**config.mk**
```make
export PLATFORM = sky130hd
export DESIGN_NAME = multicycle_ctrl
export DESIGN_NICKNAME = d
export VERILOG_FILES = /design/src/rtl/multicycle_ctrl.sv
export SDC_FILE = /design/constraint.sdc
export NUM_CORES = 1
export LEC_CHECK = 0
export CAP_MARGIN = 25
export CORE_ASPECT_RATIO = 0.9
export CORE_MARGIN = 3
export CORE_UTILIZATION = 34
export DETAILED_ROUTE_END_ITERATION = 16
export MAX_ROUTING_LAYER = met4
export PLACE_DENSITY = 0.74
export SYNTH_ARGS = -nofsm -noshare
export SYNTH_HDL_FRONTEND = slang
export SYNTH_SLANG_ARGS = --single-unit
```
**constraint.sdc**
```tcl
create_clock -name clk -period 1.5 [get_ports clk]
set_clock_uncertainty 0.2 [all_clocks]
set_input_delay 0.15 -clock clk [delete_from_list [all_inputs] [get_ports clk]]
set_output_delay 0.15 -clock clk [all_outputs]
set_load 0.01 [all_outputs]
```
**src/rtl/multicycle_ctrl.sv**
```systemverilog
// Main control FSM of the multicycle RISC-V core: sequences each instruction
// through its states and drives the datapath mux selects, write enables,
// ALU operation and immediate format.
module multicycle_ctrl #(
    parameter int SEL_WIDTH      = 2,
    parameter int ALU_CTRL_WIDTH = 3
) (
    input  logic                      clk,
    input  logic                      rst,
    input  logic [6:0]                op,
    input  logic [2:0]                funct3,
    input  logic                      funct7b5,
    input  logic                      zero,
    output logic                      pc_write,
    output logic                      adr_src,
    output logic                      mem_write,
    output logic                      ir_write,
    output logic                      reg_write,
    output logic [SEL_WIDTH-1:0]      result_src,
    output logic [SEL_WIDTH-1:0]      alu_src_a,
    output logic [SEL_WIDTH-1:0]      alu_src_b,
    output logic [ALU_CTRL_WIDTH-1:0] alu_control,
    output logic [1:0]                imm_src,
    output logic                      illegal_instr
);

    localparam logic [6:0] OP_LW   = 7'b0000011;
    localparam logic [6:0] OP_SW   = 7'b0100011;
    localparam logic [6:0] OP_R    = 7'b0110011;
    localparam logic [6:0] OP_I    = 7'b0010011;
    localparam logic [6:0] OP_BEQ  = 7'b1100011;
    localparam logic [6:0] OP_JAL  = 7'b1101111;

    typedef enum logic [3:0] {
        S_FETCH,
        S_DECODE,
        S_MEMADR,
        S_MEMREAD,
        S_MEMWB,
        S_MEMWRITE,
        S_EXECR,
        S_EXECI,
        S_JAL,
        S_ALUWB,
        S_BEQ
    } state_t;

    typedef enum logic [1:0] {
        ALUOP_ADD,
        ALUOP_SUB,
        ALUOP_FUNCT
    } aluop_t;

    state_t     state;
    state_t     state_next;
    aluop_t     aluop;
    logic [1:0] res_sel;
    logic [1:0] a_sel;
    logic [1:0] b_sel;
    logic [2:0] alu_ctl;
    logic       pc_w;
    logic       mem_w;
    logic       ir_w;
    logic       reg_w;
    logic       illegal;

    // State register; reset abandons any instruction in flight.
    always_ff @(posedge clk) begin
        if (rst) begin
            state <= S_FETCH;
        end else begin
            state <= state_next;
        end
    end

    // Next-state logic and Moore outputs (BEQ's pc_write is the lone use of zero).
    always_comb begin
        state_next = S_FETCH;
        aluop      = ALUOP_ADD;
        res_sel    = 2'd0;
        a_sel      = 2'd0;
        b_sel      = 2'd0;
        adr_src    = 1'b0;
        pc_w       = 1'b0;
        mem_w      = 1'b0;
        ir_w       = 1'b0;
        reg_w      = 1'b0;
        illegal    = 1'b0;
        unique case (state)
            S_FETCH: begin
                ir_w       = 1'b1;
                pc_w       = 1'b1;
                b_sel      = 2'd2;
                res_sel    = 2'd2;
                state_next = S_DECODE;
            end
            S_DECODE: begin
                a_sel = 2'd1;
                b_sel = 2'd1;
                case (op)
                    OP_LW, OP_SW: state_next = S_MEMADR;
                    OP_R:         state_next = S_EXECR;
                    OP_I:         state_next = S_EXECI;
                    OP_JAL:       state_next = S_JAL;
                    OP_BEQ:       state_next = S_BEQ;
                    default: begin
                        state_next = S_FETCH;
                        illegal    = 1'b1;
                    end
                endcase
            end
            S_MEMADR: begin
                a_sel      = 2'd2;
                b_sel      = 2'd1;
                state_next = op[5] ? S_MEMWRITE : S_MEMREAD;
            end
            S_MEMREAD: begin
                adr_src    = 1'b1;
                state_next = S_MEMWB;
            end
            S_MEMWB: begin
                res_sel    = 2'd1;
                reg_w      = 1'b1;
                state_next = S_FETCH;
            end
            S_MEMWRITE: begin
                adr_src    = 1'b1;
                mem_w      = 1'b1;
                state_next = S_FETCH;
            end
            S_EXECR: begin
                a_sel      = 2'd2;
                aluop      = ALUOP_FUNCT;
                state_next = S_ALUWB;
            end
            S_EXECI: begin
                a_sel      = 2'd2;
                b_sel      = 2'd1;
                aluop      = ALUOP_FUNCT;
                state_next = S_ALUWB;
            end
            S_JAL: begin
                a_sel      = 2'd1;
                b_sel      = 2'd2;
                pc_w       = 1'b1;
                state_next = S_ALUWB;
            end
            S_ALUWB: begin
                reg_w      = 1'b1;
                state_next = S_FETCH;
            end
            S_BEQ: begin
                a_sel      = 2'd2;
                aluop      = ALUOP_SUB;
                pc_w       = zero;
                state_next = S_FETCH;
            end
            default: begin
                state_next = S_FETCH;
            end
        endcase
    end

    // ALU operation decode from aluop, funct3, funct7[5] and op[5].
    always_comb begin
        alu_ctl = 3'd0;
        case (aluop)
            ALUOP_SUB: alu_ctl = 3'd1;
            ALUOP_FUNCT: begin
                case (funct3)
                    3'b000:  alu_ctl = (op[5] & funct7b5) ? 3'd1 : 3'd0;
                    3'b010:  alu_ctl = 3'd5;
                    3'b110:  alu_ctl = 3'd3;
                    3'b111:  alu_ctl = 3'd2;
                    default: alu_ctl = 3'd0;
                endcase
            end
            default: alu_ctl = 3'd0;
        endcase
    end

    // Immediate format follows the opcode in every state.
    always_comb begin
        case (op)
            OP_SW:   imm_src = 2'd1;
            OP_BEQ:  imm_src = 2'd2;
            OP_JAL:  imm_src = 2'd3;
            default: imm_src = 2'd0;
        endcase
    end

    // Reset blocks every write enable and the illegal pulse combinationally.
    assign pc_write      = pc_w & ~rst;
    assign mem_write     = mem_w & ~rst;
    assign ir_write      = ir_w & ~rst;
    assign reg_write     = reg_w & ~rst;
    assign illegal_instr = illegal & ~rst;

    assign result_src  = SEL_WIDTH'(res_sel);
    assign alu_src_a   = SEL_WIDTH'(a_sel);
    assign alu_src_b   = SEL_WIDTH'(b_sel);
    assign alu_control = ALU_CTRL_WIDTH'(alu_ctl);

endmodule

```
==> results.sh <==
export IMPL_syn_inst=77
export IMPL_hpwl_um=1540
export IMPL_power_internal_mw=0.315
export IMPL_regMostFlops="state"
export IMPL_syn_avg_cell_area_um2=7.47
export IMPL_layout_cells_most_common="buf_4"
export IMPL_syn_area_um2=576
export IMPL_gp_congestion=0.841
export IMPL_antenna_found_initial=0
export IMPL_crit_slowest_cell="or3_4"
export IMPL_grt_overflow=0
export IMPL_required_ns=1.15
export IMPL_hp_class="in2reg"
export IMPL_rows=13
export IMPL_cts_hold_buf=0
export IMPL_vdd_drop_max_v=0.000377
export IMPL_synthMuxAreaShare_pct=3.70
export IMPL_p_per_area_nw_per_um2=348
export IMPL_critPathBufInv=2
export IMPL_pwr_share_clk_pct=30.5
export IMPL_drt_iter0_drc=39
export IMPL_area_delta_synth_final_pct=136
export IMPL_die_area_um2=2220
export IMPL_total_power_mw=0.472
export IMPL_drive_gt1_share_pct=65.3
export IMPL_finalNonFillerCells=166
export IMPL_core_area_um2=1510
export IMPL_crit_family="simple AND/OR/NAND/NOR gates"
export IMPL_cp_start_kind="register"
export IMPL_grt_setup_unrepaired="true"
export IMPL_grt_max_degree=14
export IMPL_worstSkewPairLatency_ns=0.25
export IMPL_power_frac_seq_pct=23.4
export IMPL_clkSinkCount=4
export IMPL_drc=0
export IMPL_clockBufferDepth=2
export IMPL_wl_per_cell_um=17.6
export IMPL_fin_crit_ns=2.00
export IMPL_io_pins=31
export IMPL_grt_pass1_wl_um=4270
export IMPL_async_reset_ff_share_pct=0
export IMPL_synth_edf_count=0
export IMPL_endpoint_kind="output pin"
export IMPL_grt_util_all_layers_pct=26.2
export IMPL_grt_pass1_vias=864
export IMPL_critical_path_max_stage_delay_ns=0.36
export IMPL_cts_max_level=1
export IMPL_root_buffer="clkbuf_4"
export IMPL_ys_seq_area_share_pct=13.9
export IMPL_vias=903
export IMPL_violations="negative setup slack"
export IMPL_setup_viol=20
export IMPL_synth_simple_gate_area_share_pct=48.3
export IMPL_cts_buffers=3
export IMPL_synth_compound_area_share_pct=16.5
export IMPL_yosys_area_share_xor_xnor_pct=6.09
export IMPL_ys_types=38
export IMPL_routed_wl_um=2920
export IMPL_path_cells="nand2_1 > or3_4 > clkinv_2 > ha_1 > o21ba_4 > a21oi_2 > buf_2"
export IMPL_fin_crit_sh_pct=134
export IMPL_reg_top3="state (4)"
export IMPL_slew_headroom_pct=75.0
export IMPL_ant_nets=0
export IMPL_vias_per_cell=5.44
export IMPL_status="complete, but fails checks"
export IMPL_tightest_slew_ns=0.371
export IMPL_clk_pin_slew_ns=0.04
export IMPL_worstPathArrival_ns=1.65
export IMPL_place_inst=151
export IMPL_path_max_fanout=2
export IMPL_finalHoldViolCount=0
export IMPL_p_comb_share_pct=46.2
export IMPL_layout_common_cells="buf_4 (22), buf_6 (16), buf_2 (15)"
export IMPL_initial_utilization_pct=38.0
export IMPL_largest_reg_flops=4
export IMPL_synth_fa_ha_area_share_pct=4.35
export IMPL_p_sw_mw=0.157
export IMPL_synth_seq_cells=4
export IMPL_syn_nets=93
export IMPL_synth_top_family_by_area="simple AND/OR/NAND/NOR gates"
export IMPL_switching_share_pct=33.3
export IMPL_n_fill_cell=65
export IMPL_cap_violations=0
export IMPL_n_antenna_cell=0
export IMPL_die_y_um=45.0
export IMPL_finalMaxSlewViolations=0
export IMPL_firstDrtPassIters=4
export IMPL_port_buffers=30
export IMPL_synth_flop_cell="dfxtp_1"
export IMPL_nNetsFinal=162
export IMPL_worstSetupPathType="reg2out"
export IMPL_cts_tree="done"
export IMPL_die_w_um=49.4
export IMPL_yosys_warnings=0
export IMPL_fmax_mhz=499
export IMPL_fin_ws_ns=-0.504
export IMPL_p_leak_nw=0.615
export IMPL_pre_cts_ws_ns=-0.650
## cells by family (layout without fill, tap and decap cells)
kind of cell	after synthesis	after routing
buffers and inverters	8	75
adder cells (fa/ha/maj)	2	2
flip-flops	4	4
XOR/XNOR	4	4
AO/OA/AOI/OAI	14	14
AND/OR/NAND/NOR	43	43
multiplexers	2	2
## path summary, 6_finish.rpt
kind	from	endpoint	slack (ns)	depth (start not counted)
worst min-delay path	op[4]	state[2]	0.24	4
worst min register to register	state[1]	state[0]	0.39	3
worst max-delay path	state[3]	alu_control[0]	-0.50	7
worst max register to register	state[3]	state[0]	-0.11	8
## what timing repair did
item                       in CTS  in global routing
setup buffers                   7                  7
setup endpoints to repair      21                 20
resized for setup              99                 27
pin swaps                       6                 10
## tightest hold or removal path, cell delays in order
cell and delay [ns]:
clkdlybuf4s15_1 0.19, buf_4 0.15, nand4_1 0.09, a21oi_2 0.06
## power by group through the flow
stage | combinational, mW | sequential [mW] | clock, mW
2_1_floorplan | 0.0636 | 0.113 | 0
3_3_place_gp | 0.187 | 0.113 | 0
3_5_place_dp | 0.190 | 0.113 | 0
4_1_cts | 0.184 | 0.112 | 0.144
5_1_grt | 0.231 | 0.110 | 0.157
6_report | 0.218 | 0.110 | 0.144
## synthesized netlist by cell type, types with 3 or more instances
cell	n	area share (%)
a21oi_1	6	5.2
nor2_1	6	3.9
and3_1	3	3.3
nand2_1	5	3.3
nor2b_1	3	3.3
nand4_1	3	3.3
inv_1	3	2.0
nor3b_1	4	5.2
dfxtp_1	4	14
nand2b_1	4	4.3
## metrics by stage
step                TNS, ns  utilization (%)  instance area [um2]  hold slack [ns]
finish                -4.71             89.7                 1360            0.244
detailed placement    -7.29             74.1                 1120            0.343
global route          -5.72             89.7                 1360            0.236
CTS                   -3.85             80.1                 1210            0.264
global placement      -6.97             74.1                 1120            0.340
floorplan            -0.376                -                  627           0.0443
## layout make-up
cell class	count	area (um2)	share of cell area, %
flip-flops and latches	4	86.3	6.36
clock buffers	3	22.5	1.66
repair buffers	68	573	42.2
inverters	4	16.3	1.20
multi-input cells	65	632	46.5
well taps	22	27.5	2.03
## layer usage
layer	global-route usage [%]	wire length [um]	vias to the layer above
li1	-	-	420
met1	29.7	1110	426
met2	47.1	1540	47
met3	4.62	176	10
met4	9.39	93	0
met5	-	0	-
(Power assumes the default switching activity.)
